<file path="src/rtl/sdram_arb_pkg.sv">
// Shared encodings and types for the SDRAM command-port arbiter.
// Command codes match the sdram core's mem_cmd field.
package sdram_arb_pkg;

    localparam logic [1:0] CMD_NONE    = 2'b00;
    localparam logic [1:0] CMD_READ    = 2'b01;
    localparam logic [1:0] CMD_WRITE   = 2'b10;
    localparam logic [1:0] CMD_REFRESH = 2'b11;

    localparam int FAIRNESS_LIMIT = 4;

    typedef enum logic [1:0] {
        IDLE,
        ISSUE,
        WAIT
    } state_e;

    typedef enum logic [1:0] {
        SRC_NONE,
        SRC_SPI,
        SRC_HOST,
        SRC_REF
    } src_e;

endpackage

</file>
<file path="src/rtl/refresh_timer.sv">
// Refresh tick generator with a saturating count of owed refreshes
// and a sticky flag for ticks that arrive while the count is full.
module refresh_timer #(
    parameter int REFRESH_CYCLES = 1040
) (
    input  logic       clk,
    input  logic       reset,
    input  logic       issue,
    output logic [3:0] pending,
    output logic       overrun
);

    localparam int CW = (REFRESH_CYCLES > 1) ? $clog2(REFRESH_CYCLES) : 1;
    localparam logic [CW-1:0] LAST = CW'(REFRESH_CYCLES - 1);

    logic [CW-1:0] count;
    logic          tick;

    assign tick = (count == LAST);

    always_ff @(posedge clk or posedge reset) begin
        if (reset) begin
            count <= '0;
        end else if (tick) begin
            count <= '0;
        end else begin
            count <= count + CW'(1);
        end
    end

    // A tick and an issue in the same cycle cancel out.
    always_ff @(posedge clk or posedge reset) begin
        if (reset) begin
            pending <= 4'd0;
            overrun <= 1'b0;
        end else begin
            if (tick && !issue && pending != 4'hF) begin
                pending <= pending + 4'd1;
            end else if (!tick && issue && pending != 4'd0) begin
                pending <= pending - 4'd1;
            end
            if (tick && pending == 4'hF) begin
                overrun <= 1'b1;
            end
        end
    end

endmodule

</file>
<file path="src/rtl/sdram_arbiter.sv">
// Arbitrates the single SDRAM command port between the SPI read path,
// the host glue and periodic refresh.
module sdram_arbiter
    import sdram_arb_pkg::*;
#(
    parameter int REFRESH_CYCLES = 1040,
    parameter int MAX_PENDING    = 8,
    parameter int ADDR_W         = 24
) (
    input  logic              clk,
    input  logic              reset,
    input  logic              spi_req,
    input  logic [21:0]       spi_addr,
    input  logic              spi_inhibit_refresh,
    output logic              spi_gnt,
    input  logic              host_req,
    input  logic              host_we,
    input  logic [ADDR_W-1:0] host_addr,
    output logic              host_gnt,
    output logic              mem_valid,
    output logic [1:0]        mem_cmd,
    output logic [ADDR_W-1:0] mem_addr,
    input  logic              mem_busy,
    input  logic              mem_done,
    output logic [3:0]        refresh_pending,
    output logic              refresh_overrun
);

    localparam logic [3:0] URGENT_LVL = 4'(MAX_PENDING);
    localparam logic [2:0] FAIR_MAX   = 3'(FAIRNESS_LIMIT);

    state_e            state, state_d;
    src_e              src_q, src_d;
    logic [1:0]        cmd_q, cmd_d;
    logic [ADDR_W-1:0] addr_q, addr_d;
    logic              load;
    logic              accept;
    logic              ref_issue;
    logic              urgent;
    logic              ref_ok;
    logic              host_turn;
    logic [2:0]        fair_cnt;

    refresh_timer #(
        .REFRESH_CYCLES(REFRESH_CYCLES)
    ) u_refresh_timer (
        .clk    (clk),
        .reset  (reset),
        .issue  (ref_issue),
        .pending(refresh_pending),
        .overrun(refresh_overrun)
    );

    assign urgent    = (refresh_pending >= URGENT_LVL);
    assign ref_ok    = (refresh_pending != 4'd0) && !spi_inhibit_refresh;
    assign host_turn = host_req && (fair_cnt >= FAIR_MAX);

    // Candidate selection; only consumed while IDLE.
    always_comb begin
        src_d  = SRC_NONE;
        cmd_d  = CMD_NONE;
        addr_d = '0;
        if (urgent) begin
            src_d = SRC_REF;
            cmd_d = CMD_REFRESH;
        end else if (host_turn) begin
            src_d  = SRC_HOST;
            cmd_d  = host_we ? CMD_WRITE : CMD_READ;
            addr_d = host_addr;
        end else if (spi_req) begin
            src_d  = SRC_SPI;
            cmd_d  = CMD_READ;
            addr_d = ADDR_W'({spi_addr, 2'b00});
        end else if (ref_ok) begin
            src_d = SRC_REF;
            cmd_d = CMD_REFRESH;
        end else if (host_req) begin
            src_d  = SRC_HOST;
            cmd_d  = host_we ? CMD_WRITE : CMD_READ;
            addr_d = host_addr;
        end
    end

    always_comb begin
        state_d = state;
        load    = 1'b0;
        unique case (state)
            IDLE: begin
                if (src_d != SRC_NONE) begin
                    load    = 1'b1;
                    state_d = ISSUE;
                end
            end
            ISSUE: begin
                if (!mem_busy) begin
                    state_d = WAIT;
                end
            end
            WAIT: begin
                if (mem_done) begin
                    state_d = IDLE;
                end
            end
            default: state_d = IDLE;
        endcase
    end

    always_ff @(posedge clk or posedge reset) begin
        if (reset) begin
            state <= IDLE;
        end else begin
            state <= state_d;
        end
    end

    always_ff @(posedge clk or posedge reset) begin
        if (reset) begin
            src_q  <= SRC_NONE;
            cmd_q  <= CMD_NONE;
            addr_q <= '0;
        end else if (load) begin
            src_q  <= src_d;
            cmd_q  <= cmd_d;
            addr_q <= addr_d;
        end
    end

    assign accept    = (state == ISSUE) && !mem_busy;
    assign mem_valid = (state == ISSUE);
    assign mem_cmd   = mem_valid ? cmd_q : CMD_NONE;
    assign mem_addr  = mem_valid ? addr_q : '0;
    assign spi_gnt   = accept && (src_q == SRC_SPI);
    assign host_gnt  = accept && (src_q == SRC_HOST);
    assign ref_issue = accept && (src_q == SRC_REF);

    // Counts SPI grants taken while the host is left waiting.
    always_ff @(posedge clk or posedge reset) begin
        if (reset) begin
            fair_cnt <= 3'd0;
        end else if (host_gnt) begin
            fair_cnt <= 3'd0;
        end else if (spi_gnt && host_req && fair_cnt != FAIR_MAX) begin
            fair_cnt <= fair_cnt + 3'd1;
        end
    end

endmodule

</file>
<file path="config.mk">
export PLATFORM = sky130hd
export DESIGN_NAME = sdram_arbiter
export DESIGN_NICKNAME = d
export VERILOG_FILES = /design/src/rtl/sdram_arb_pkg.sv /design/src/rtl/refresh_timer.sv /design/src/rtl/sdram_arbiter.sv
export SDC_FILE = /design/constraint.sdc
export NUM_CORES = 1
export LEC_CHECK = 0
export CAP_MARGIN = 20
export CORE_ASPECT_RATIO = 0.75
export CORE_UTILIZATION = 43
export DETAILED_ROUTE_END_ITERATION = 7
export PLACE_DENSITY = 0.88
export REMOVE_ABC_BUFFERS = 1
export SYNTH_ARGS = -nofsm -noshare
export SYNTH_HDL_FRONTEND = slang
export SYNTH_SLANG_ARGS = --single-unit
</file>
<file path="constraint.sdc">
create_clock -name clk -period 2.4 [get_ports clk]
set_clock_uncertainty 0.2 [all_clocks]
set_input_delay 0.24 -clock clk [delete_from_list [all_inputs] [get_ports clk]]
set_output_delay 0.24 -clock clk [all_outputs]
set_load 0.03 [all_outputs]
</file>
# Word-level counts from Yosys, hierarchy flattened
# Cells that the tools add are included.
[totals] regBits=49 input_bits=54
[op_classes] muxes=29 n_reduce_logical=23 addsub=4 n_eq_ne=12 n_lt_le_gt_ge=2
[op_table] cell="24-bit two-way mux" count=6
[op_table] cell="2-bit two-way mux" count=15
[op_table] cell="1-bit logical AND" count=13
[op_table] cell="11-bit by 1-bit adder with 11-bit output (second input constant)" count=1
[op_table] cell="11-bit == test (second input constant)" count=1
[op_table] cell="11-bit two-way mux" count=1
[op_table] cell="4-bit two-way mux" count=2
[op_table] cell="2-bit == test (second input constant)" count=3
[op_table] cell="3-bit two-way mux" count=2
[op_table] cell="2-bit != test (second input constant)" count=3
[op_table] cell="2-bit case mux with 3 select lines" count=1
[op_table] cell="2-bit nonzero test" count=3
[op_table] cell="4-bit by 1-bit adder with 4-bit output (second input constant)" count=1
[op_table] cell="2-bit by 1-bit == test with 1-bit output (second input constant)" count=2
[op_table] cell="4-bit == test (second input constant)" count=1
[op_table] cell="4-bit >= comparator (second input constant)" count=1
[op_table] cell="1-bit zero test" count=4
[op_table] cell="4-bit != test (second input constant)" count=1
[op_table] cell="4-bit nonzero test" count=1
[op_table] cell="4-bit by 1-bit subtractor with 4-bit output (second input constant)" count=1
[op_table] cell="3-bit by 1-bit adder with 3-bit output (second input constant)" count=1
[op_table] cell="3-bit >= comparator (second input constant)" count=1
[op_table] cell="3-bit != test (second input constant)" count=1
[op_table] cell="3-bit AND reduction" count=1
[op_table] cell="2 further kinds" count=3

# Longest topological paths before layout
# Gate-level depths: netlist (run 1).
[logic_depth] word_depth=9 mapped_depth=9 depth_no_buf=9

# Modules after synthesis
# From an unflattened synthesis (run 1), not the netlist that was laid out.
[unflattened] hier_cells=261 hier_area_um2=2847.7
[by_module_without_submodules] module="sdram_arbiter" area_each_um2=2043.2 n_inst=1 seq_area_each_um2=825.8 cells_each=196
[by_module_without_submodules] module="refresh_timer" area_each_um2=804.5 n_inst=1 seq_area_each_um2=400.4 cells_each=65

# Worst setup path after synthesis (run 1)
# Ideal clock, no wire load.
[synth_timing] path_kind="flip-flop to flip-flop" start="register u_refresh_timer.count[4]" end="register u_refresh_timer.pending[3]" setup_time_ns=0.071 arrival_time_ns=2.330 path_stages_with_launch=9 path_slack_ns=-0.201 path_buffers=0 t_required_ns=2.129 cell_sequence="dfrtp_1 or4b_4 nor3_4 nand3_1 ha_1 a21o_1 a21oi_1 or4b_1 nand4_1"
[synth_between] elab_chain_len=5
[synth_lines] item="start, declared" line="refresh_timer.sv:16" rtl="logic [CW-1:0] count;"
[synth_lines] item="start signal, assigned" line="refresh_timer.sv:27" rtl="count <= count + CW'(1);"
[synth_lines] item="11-bit == test (*)" line="refresh_timer.sv:19" rtl="assign tick = (count == LAST);"
[synth_lines] item="1-bit zero test" line="refresh_timer.sv:39" rtl="end else if (!tick && issue && pending != 4'd0) begin"
[synth_lines] item="1-bit logical AND (2 in series)" line="refresh_timer.sv:39"
[synth_lines] item="2-bit nonzero test (no line)"
[synth_lines] item="end signal, assigned" line="refresh_timer.sv:38" rtl="pending <= pending + 4'd1;"
[synth_lines] item="end signal, assigned" line="refresh_timer.sv:40" rtl="pending <= pending - 4'd1;"
[synth_lines] item="end, declared" line="refresh_timer.sv:9" rtl="output logic [3:0] pending,"
# Mark *: on every way between the ends. The rest lies on a longest branch, timed or not.
# A chain may end at the register's enable or synchronous reset.

# Worst setup path in the final report (run 1)
# Same ends and word-level chain as after synthesis.

==> results of run 1 <==
==> worst paths after layout <==
check | endpoint | slack [ps]
max | u_refresh_timer.pending[3] | -210
min | u_refresh_timer.pending[3] | 220
max reg2reg | u_refresh_timer.pending[3] | -210
min reg2reg | u_refresh_timer.overrun | 290
max in group asynchronous | addr_q[4] | 1350
min in group clk | u_refresh_timer.overrun | 290
==> cell usage after synthesis, types with 2 or more instances <==
cell	number	area share (%)
nand2_1	11	1.4
nand4_1	6	1.3
a21oi_1	40	6.9
inv_1	10	1.3
and3_1	3	0.65
or3_1	2	0.43
dfrtp_1	49	42
a32o_1	6	2.1
a22o_1	21	6.4
clkbuf_1	14	1.8
nor3_4	2	1.1
o211ai_1	3	0.78
buf_2	3	0.52
o21bai_1	2	0.52
a21boi_0	3	0.78
nor3_1	4	0.69
a22oi_1	22	5.7
o21ai_0	5	0.87
buf_6	3	1.2
xnor2_1	5	1.5
and2_1	27	5.9
nand3_1	8	1.4
mux2i_1	3	1.0
xor2_1	7	2.1
nor2_1	12	1.6
ha_1	5	2.2
==> flip-flops by register name, summed over array words and instances, names as in the netlist <==
| signal | flops |
|---|---|
| src_q | 2 |
| state | 2 |
| u_refresh_timer.count | 11 |
| fair_cnt | 3 |
| cmd_q | 2 |
| u_refresh_timer.pending | 4 |
| u_refresh_timer.overrun | 1 |
| addr_q | 24 |
==> tightest hold or removal path: stages <==
cell,delay [ps]
clkdlybuf4s50_1,420
inv_2,50
buf_4,500
==> what timing repair did <==
action                                  in CTS  in global routing
buffers inserted                             8                  1
endpoints found under the setup margin      17                 16
pin swaps                                    1                  1
resized for setup                           17                 14
==> layer usage <==
| metal | part of all wire [%] | routed length [microns] |
|---|---|---|
| met5 | 0 | 0 |
| met4 | 1.3 | 118 |
| met3 | 8.0 | 707 |
| met2 | 47 | 4160 |
| met1 | 43 | 3810 |
==> cell usage in the layout (no fill, tap or decap), types with 5 or more instances in the layout <==
master           instances
nand4_1                  6
ha_1                     5
dlygate4sd2_1           14
buf_4                   49
a32o_1                   6
clkbuf_8                 5
nor2_1                  12
nand2_1                 11
a22oi_1                 22
xor2_1                   7
and2_1                  27
a22o_1                  21
inv_1                    9
dfrtp_1                 49
a21oi_1                 39
dlymetal6s2s_1          12
nand3_1                  7
clkdlybuf4s50_1         60
==> stage by stage <==
stage / cell area [sq um] / TNS (ps) / total power (W) / setup WS, ps
final: 4260 / -352 / 0.00416 / -206
after global routing: 4260 / -596 / 0.00439 / -266
after CTS: 4210 / -307 / 0.00411 / -154
after detailed placement: 4050 / -604 / 0.00356 / -275
after global placement: 4050 / -391 / 0.00348 / -190
after floorplan: 2780 / -6010 / 0.00260 / -485
==> power groups by stage <==
stage	Sequential, W	Clock [W]	Combinational (W)
detailed placement	0.00136	0	0.00221
global route	0.00140	0.000619	0.00238
global placement	0.00134	0	0.00214
CTS	0.00135	0.000585	0.00217
floorplan	0.00137	0	0.00123
finish	0.00136	0.000592	0.00220
==> cell families after synthesis <==
kind of cell             synth area share, %
AO/OA/AOI/OAI                           26.4
AND/OR/NAND/NOR                         17.8
flip-flops                              42.5
buffers and inverters                   4.94
XOR/XNOR                                3.64
adder cells (fa/ha/maj)                 2.86
multiplexers                            1.95
==> cell type report <==
cell class	instances	area, sq um	share of cell area (%)
multi-input combinational	215	1550	36.3
tap	81	101	2.38
sequential	49	1230	28.8
inverter	10	37.5	0.882
timing repair buffer	135	1240	29.2
clock inverter	2	35.0	0.823
clock buffer	5	68.8	1.62
==> metrics.txt, run 1 <==
Clock power frac 14.2%; clock sink total 49; Buf/Inv on CP 7; fin. max-slew vios 0; CTS tree done; Reg2Reg Depth 11; Vias 2940; Inst Count DP 481; initial antenna violation count 0; CTS HTree Levels 2; proportion of synthesized chip area in sequential cells 42.5%; failing checks negative setup slack; drt initial violations ~230; minimum clock period ~2600 ps; RSZ-0062 raised after global routing yes; Rows 25; full die area 7050 sq um; # nets final 476; gr usage total between 20 and 30%; CP Depth 11; Post-Syn Area 2890 sq um; ys flop type dfrtp_1; Setup crit end kind flop; Die X 96.6 microns; Hold WS 220 ps; number of global-route vias before repair 2924; count of input and output buffers 87; Slew HR 54.3%; max_cap viols 0; post-synthesis cell type count 45; worst-margin pin slew 686 ps; Final period util 109%; grt total ovfl 0; Placeable Area 6380 sq um; Psw 0.00180 W; Worst-Skew Late Latency 300 ps; number of synthesized register bits 49; Crit Reg-Reg Startpoint u_refresh_timer.count[4]; Comb pwr share between 50% and 60%; Worst Path Required 2440 ps; Die Y between 70 and 80 microns; Worst Setup SP u_refresh_timer.count[4]; fill count just over 500; kind of critical path flop to flop; YS warnings 0; WL final 8800 microns; cell family with most CP delay simple AND/OR/NAND/NOR gates; CTS max path bufs 2; Fmax 384 MHz; EDFF count, synth 0; GR Util met2 just over 40%; DP HPWL 6030 microns; Starting Density a little under half; clock root cell clkbuf_8; critical-path cell list or4b_4 -> nor3_4 -> buf_4 -> buf_4 -> buf_4 -> buf_4 -> buf_4 -> buf_4 -> buf_4 -> or4b_1 -> nand4_1; Int Pwr between 0.002 and 0.0025 W; Worst setup SP type flop; Power Dens Cells around 980 nW/um^2; Sequential Power Share 32.8%; worst IR drop on VDD just over 0.5 mV; Lkg Pwr 2.15 nW; Routed Antenna Nets 0; DR pass1 iterations 5; endpoints failing hold 0; first-pass GRT wire length roughly 14000 microns; Non-Filler Instances 497; outcome complete, but fails checks; CP peak stage delay 560 ps; global placer's final weighted congestion 0.824; total CTS buffers 5; met1 usage 33.9%; Syn Area/Cell 9.78 sq um; busiest grt layer met2; share of layout cells above drive strength 1 between 10% and 20%; diodes inserted 0; Vias/cell 5.92; Critical Path Most Common Cell buf_4; IO Pins 88; Worst Hold Class input pin to async pin; sw frac roughly 43%; Arr. time, crit path 2650 ps; Hold-fix buffers, CTS 0; CP max FO 2; asr flop ratio synth 100%; CP max stage cell or4b_4; GRT met3 Usage under 10%; Final Util 66.7%; DRC viols 0; Synth Instances 295; largest net degree at the start of global routing 50; DR WL/cell 17.7 microns; final setup violation count 2; Layout area overhead 47.4%; clk slew on worst S/H paths 100 ps; setup ws final -206 ps
No activity file was read; power rests on OpenSTA's default activity.
==> run 2: changes to the inputs <==
--- a/config.mk
+++ b/config.mk
@@ -6,7 +6,7 @@
 export NUM_CORES = 1
 export LEC_CHECK = 0
 export CAP_MARGIN = 20
-export CORE_ASPECT_RATIO = 0.75
+export CORE_ASPECT_RATIO = 0.8
 export CORE_UTILIZATION = 43
 export DETAILED_ROUTE_END_ITERATION = 7
 export PLACE_DENSITY = 0.88
==> run 2 against run 1 <==
The run still ends with negative setup slack left. Via count down 2.5%. Final cell count down 0.20%. Non-clock buffer count down 5. Die area about the same. Critical endpoint unchanged. Largest cell class unchanged. Clock power down 20%. First-iteration DRC count down 12%. Hold slack worse by 3.2 ps. Global-route usage down 0.56 points. Critical path type unchanged. Flip-flop and latch count unchanged. Fmax down 2.4%.
==> metrics.txt, run 2 (synthesis gave the netlist of run 1 again) <==
outcome complete, but fails checks; failing checks negative setup slack; share of layout cells above drive strength 1 23.3% (+6.0 points); initial antenna violation count 0 (unchanged); global placer's final weighted congestion 0.847 (+2.8%); CTS HTree Levels 2 (unchanged); Reg2Reg Depth 9 (-2); worst IR drop on VDD 0.495 mV (-2.4%); commonest non-fill, non-tap cell in the layout buf_4; number of global-route vias before repair 2842 (-2.8%); GRT met3 Usage 4.24% (-0.36 points); Vias/cell 5.78 (-2.3%); met1 usage 32.9% (-1.0 points); gr usage total 24.5% (-0.56 points); GR Util met2 39.8% (-1.5 points); RSZ-0062 raised after global routing yes; Power Dens Cells 982 nW/um^2 (+0.50%); Starting Density 44.8% (-0.42 points); clock root cell clkbuf_8; Lkg Pwr 1.91 nW (-11%); total CTS buffers 5 (unchanged); IO Pins 88 (unchanged); DP HPWL 5960 microns (-1.2%); CP max FO 3 (+1); largest net degree at the start of global routing 50 (unchanged); minimum clock period 2670 ps (+65.2 ps); Top reg by flops addr_q; Placeable Area 6440 sq um (+0.94%); Worst setup SP type flop; max_cap viols 0 (unchanged); Worst Hold Class input pin to async pin; Crit Reg-Reg Startpoint u_refresh_timer.count[8]; first-pass GRT wire length 13400 microns (-5.7%); CTS max path bufs 2 (unchanged); final setup violation count 3 (+1); busiest grt layer met2; Die Y 75.3 microns (+3.2%); grt total ovfl 0 (unchanged); Routed Antenna Nets 0 (unchanged); DR WL/cell 17.2 microns (-2.9%); clk slew on worst S/H paths 90 ps (about the same); kind of critical path flop to flop; diodes inserted 0 (unchanged); DRC viols 0 (unchanged); Final period util 111% (+2.7 points); Worst Path Required 2440 ps (about the same); max reg flops 24 (unchanged); setup_tns -542 ps (-190 ps); Rows 26 (+4.0%); Die X 93.6 microns (-3.1%); reg2reg end u_refresh_timer.pending[3]; Hold-fix buffers, CTS 0 (unchanged); Arr. time, crit path 2710 ps (+60 ps); highest-count cells in the layout ignoring fill and taps buf_4 (69), clkdlybuf4s50_1 (59), dfrtp_1 (49); Slew HR 58.9% (+4.6 points); count of input and output buffers 87 (unchanged); # nets final 471 (-1.1%); full die area 7050 sq um (about the same); Hold WS 217 ps (-3.20 ps); largest registers addr_q: 24 flops, u_refresh_timer.count: 11 flops, u_refresh_timer.pending: 4 flops; Worst-Skew Late Latency 310 ps (about the same); setup ws final -272 ps (-65.2 ps); endpoints failing hold 0 (unchanged); CP peak stage delay 560 ps (about the same); CP max stage cell or4b_4; reg2reg setup slack -270 ps (-70 ps); critical-path cell list or4b_4 -> nor3_4 -> nand3_2 -> buf_4 -> ha_4 -> a21o_1 -> a21oi_2 -> or4b_1 -> nand4_1; Layout area overhead 43.8%; fin. max-slew vios 0 (unchanged); DR pass1 iterations 5 (unchanged); worst-margin pin slew 617 ps (-68.7 ps); clock sink total 49 (unchanged); CTS tree done; drt initial violations 204 (-12%); Vias 2867 (-2.5%); WL final 8520 microns (-3.1%); Fmax 374 MHz (-2.4%); Setup crit end kind flop
-- run 2: final cells by class --
cell class                 instances  area [sq um]
fill                             506          2290
multi-input combinational        215          1560
sequential                        49          1230
timing repair buffer             130          1140
tap                               84           105
clock buffer                       6          72.6
inverter                          10          37.5
clock inverter                     2          10.0
-- run 2: where the power goes --
group | leakage, nW | switching, W | internal (W)
clock | 0.0450 | 0.000272 | 0.000203
combinational | 1.24 | 0.00128 | 0.00100
sequential | 0.625 | 0.000225 | 0.00109
total | 1.91 | 0.00178 | 0.00230
-- run 2: layer usage --
layer / part of all wire, % / routed length (microns)
met3: 7.3 / 624
met5: 0 / 0
met4: 2.6 / 219
met1: 43 / 3660
met2: 47 / 4020
-- run 2: what timing repair did --
item	4_1_cts	5_1_grt
resized for setup	6	2
setup endpoints to repair	3	3
buffers inserted	5	2
pin swaps	10	7
cloned	0	0
-- run 2: worst max path at each step --
stage / slack, ps / from / end
final: -270 / u_refresh_timer.count[8] / u_refresh_timer.pending[3]
after global routing: -340 / u_refresh_timer.count[8] / u_refresh_timer.pending[2]
after CTS: -240 / u_refresh_timer.count[8] / u_refresh_timer.pending[2]
after detailed placement: -340 / mem_busy / u_refresh_timer.pending[2]
after global placement: -190 / mem_busy / u_refresh_timer.pending[3]
after floorplan: -480 / state[0] / fair_cnt[0]
-- run 2: metrics by stage --
stage	util [%]	instances	cell area, sq um	power [W]	worst slack [ps]
final	64.4	496	4150	0.00408	-272
after global routing	64.4	496	4150	0.00433	-337
after CTS	64.1	494	4130	0.00404	-244
after detailed placement	61.7	481	3980	0.00351	-338
after global placement	61.7	481	3980	0.00342	-190
after floorplan	-	274	2780	0.00260	-485
-- run 2: worst max-delay path, delay by kind of cell, from the launching register on --
kind | cells | cell delay, ps
flip-flops | 1 | 390
adder cells (fa/ha/maj) | 1 | 240
AO/OA/AOI/OAI | 2 | 170
buffers and inverters | 1 | 160
AND/OR/NAND/NOR | 5 | 1430
==> run 3: changes to the inputs <==
--- a/config.mk
+++ b/config.mk
@@ -14,3 +14,4 @@
 export SYNTH_ARGS = -nofsm -noshare
 export SYNTH_HDL_FRONTEND = slang
 export SYNTH_SLANG_ARGS = --single-unit
+export TNS_END_PERCENT = 20
==> run 3 against run 2 <==
The run still ends with negative setup slack left. Clock power barely moved. Sequential share of layout area did not move. Critical path depth did not move. Critical path type unchanged. Largest cell class unchanged. Largest power group unchanged.
==> metrics.txt, run 3 (synthesis gave the netlist of run 1 again) <==
IO Pins 88 (unchanged); Worst-Skew Late Latency 310 ps (about the same); Power Dens Cells 982 nW/um^2 (unchanged); total CTS buffers 5 (unchanged); RSZ-0062 raised after global routing yes; DRC viols 0 (unchanged); worst-margin pin slew 617 ps (unchanged); Worst Path Required 2440 ps (about the same); CTS max path bufs 2 (unchanged); clock root cell clkbuf_8; Starting Density 44.8% (unchanged); Placeable Area 6440 sq um (unchanged); kind of critical path flop to flop; max_cap viols 0 (unchanged); initial antenna violation count 0 (unchanged); Hold-fix buffers, CTS 0 (unchanged); CTS HTree Levels 2 (unchanged); Slew HR 58.9% (unchanged); Routed Antenna Nets 0 (unchanged); diodes inserted 0 (unchanged); Worst Setup SP u_refresh_timer.count[8]; share of layout cells above drive strength 1 23.3% (unchanged); fill count 506 (unchanged); worst IR drop on VDD 0.495 mV (unchanged); largest registers addr_q: 24 flops, u_refresh_timer.count: 11 flops, u_refresh_timer.pending: 4 flops; highest-count cells in the layout ignoring fill and taps buf_4 (69), clkdlybuf4s50_1 (59), dfrtp_1 (49); setup ws final -272 ps (unchanged); Vias 2867 (unchanged); Top reg by flops addr_q; setup_tns -542 ps (unchanged); DR WL/cell 17.2 microns (unchanged); Worst setup SP type flop; Layout area overhead 43.8% (unchanged); outcome complete, but fails checks; DR pass1 iterations 5 (unchanged); Setup crit end kind flop; fin. max-slew vios 0 (unchanged); Final period util 111% (unchanged); final setup violation count 3 (unchanged); gr usage total 24.5% (unchanged); Worst Hold Class input pin to async pin; endpoints failing hold 0 (unchanged); Vias/cell 5.78 (unchanged); DP HPWL 5960 microns (unchanged); first-pass GRT wire length 13400 microns (unchanged); full die area 7050 sq um (unchanged); commonest non-fill, non-tap cell in the layout buf_4; minimum clock period 2670 ps (unchanged); Die X 93.6 microns (unchanged); count of input and output buffers 87 (unchanged); Rows 26 (unchanged); CTS tree done; clk slew on worst S/H paths 90 ps (about the same); CP max FO 3 (unchanged); WL final 8520 microns (unchanged); Fmax 374 MHz (unchanged); Arr. time, crit path 2710 ps (about the same); clock sink total 49 (unchanged); max reg flops 24 (unchanged); Hold WS 217 ps (unchanged); grt total ovfl 0 (unchanged); # nets final 471 (unchanged); number of global-route vias before repair 2842 (unchanged); Lkg Pwr 1.91 nW (unchanged); failing checks negative setup slack; Crit Reg-Reg Startpoint u_refresh_timer.count[8]; global placer's final weighted congestion 0.847 (unchanged); drt initial violations 204 (unchanged); Die Y 75.3 microns (unchanged); largest net degree at the start of global routing 50 (unchanged)
run 3: cell counts in the layout (fill, tap and decap cells not counted):
Identical to the previous run, type by type.
run 3: area by class of cell:
type	count	area (sq um)	area share (%)
clock buffer	6	72.6	1.75
multi-input combinational	215	1560	37.6
timing repair buffer	130	1140	27.5
tap	84	105	2.53
sequential	49	1230	29.5
inverter	10	37.5	0.904
clock inverter	2	10.0	0.241
run 3: power by group:
group          leakage, nW  internal, W  switching [W]
Sequential           0.625      0.00109       0.000225
Clock               0.0450     0.000203       0.000272
Combinational         1.24      0.00100        0.00128
run 3: path summary, 6_finish.rpt:
kind / end / slack, ps / cells past startpoint
max: u_refresh_timer.pending[3] / -270 / 9
min: addr_q[18] / 220 / 3
max reg2reg: u_refresh_timer.pending[3] / -270 / 9
min reg2reg: u_refresh_timer.count[0] / 280 / 1
max in group asynchronous: src_q[1] / 1370 / 3
min in group clk: u_refresh_timer.count[0] / 280 / 1
run 3: per-stage QoR:
| step | setup WS (ps) | total power (W) | cells | area (sq um) | utilization, % |
|---|---|---|---|---|---|
| after floorplan | -485 | 0.00260 | 274 | 2780 | - |
| after global placement | -190 | 0.00342 | 481 | 3980 | 61.7 |
| after detailed placement | -338 | 0.00351 | 481 | 3980 | 61.7 |
| after CTS | -244 | 0.00404 | 494 | 4130 | 64.1 |
| after global routing | -337 | 0.00433 | 496 | 4150 | 64.4 |
| final | -272 | 0.00408 | 496 | 4150 | 64.4 |
run 3: critical path: stages, from the launching register on:
cell     delay, ps
dfrtp_1        390
or4b_4         560
nor3_4         150
nand3_2        130
buf_4          160
ha_4           240
a21o_1         110
a21oi_2         60
or4b_1         500
nand4_1         90
run 3: repair_timing:
action                     CTS  global route
setup buffers                5             2
resized for setup            6             2
hold endpoints to repair     0             0
setup endpoints to repair    3             3
pin swaps                   10             7
run 3: metal layers:
metal	track usage [%]	vias to the layer above	share of wire, %
li1	-	1326	-
met1	32.9	1372	43
met2	39.8	143	47
met3	4.24	26	7.3
met4	10.6	0	2.6
met5	0	-	0
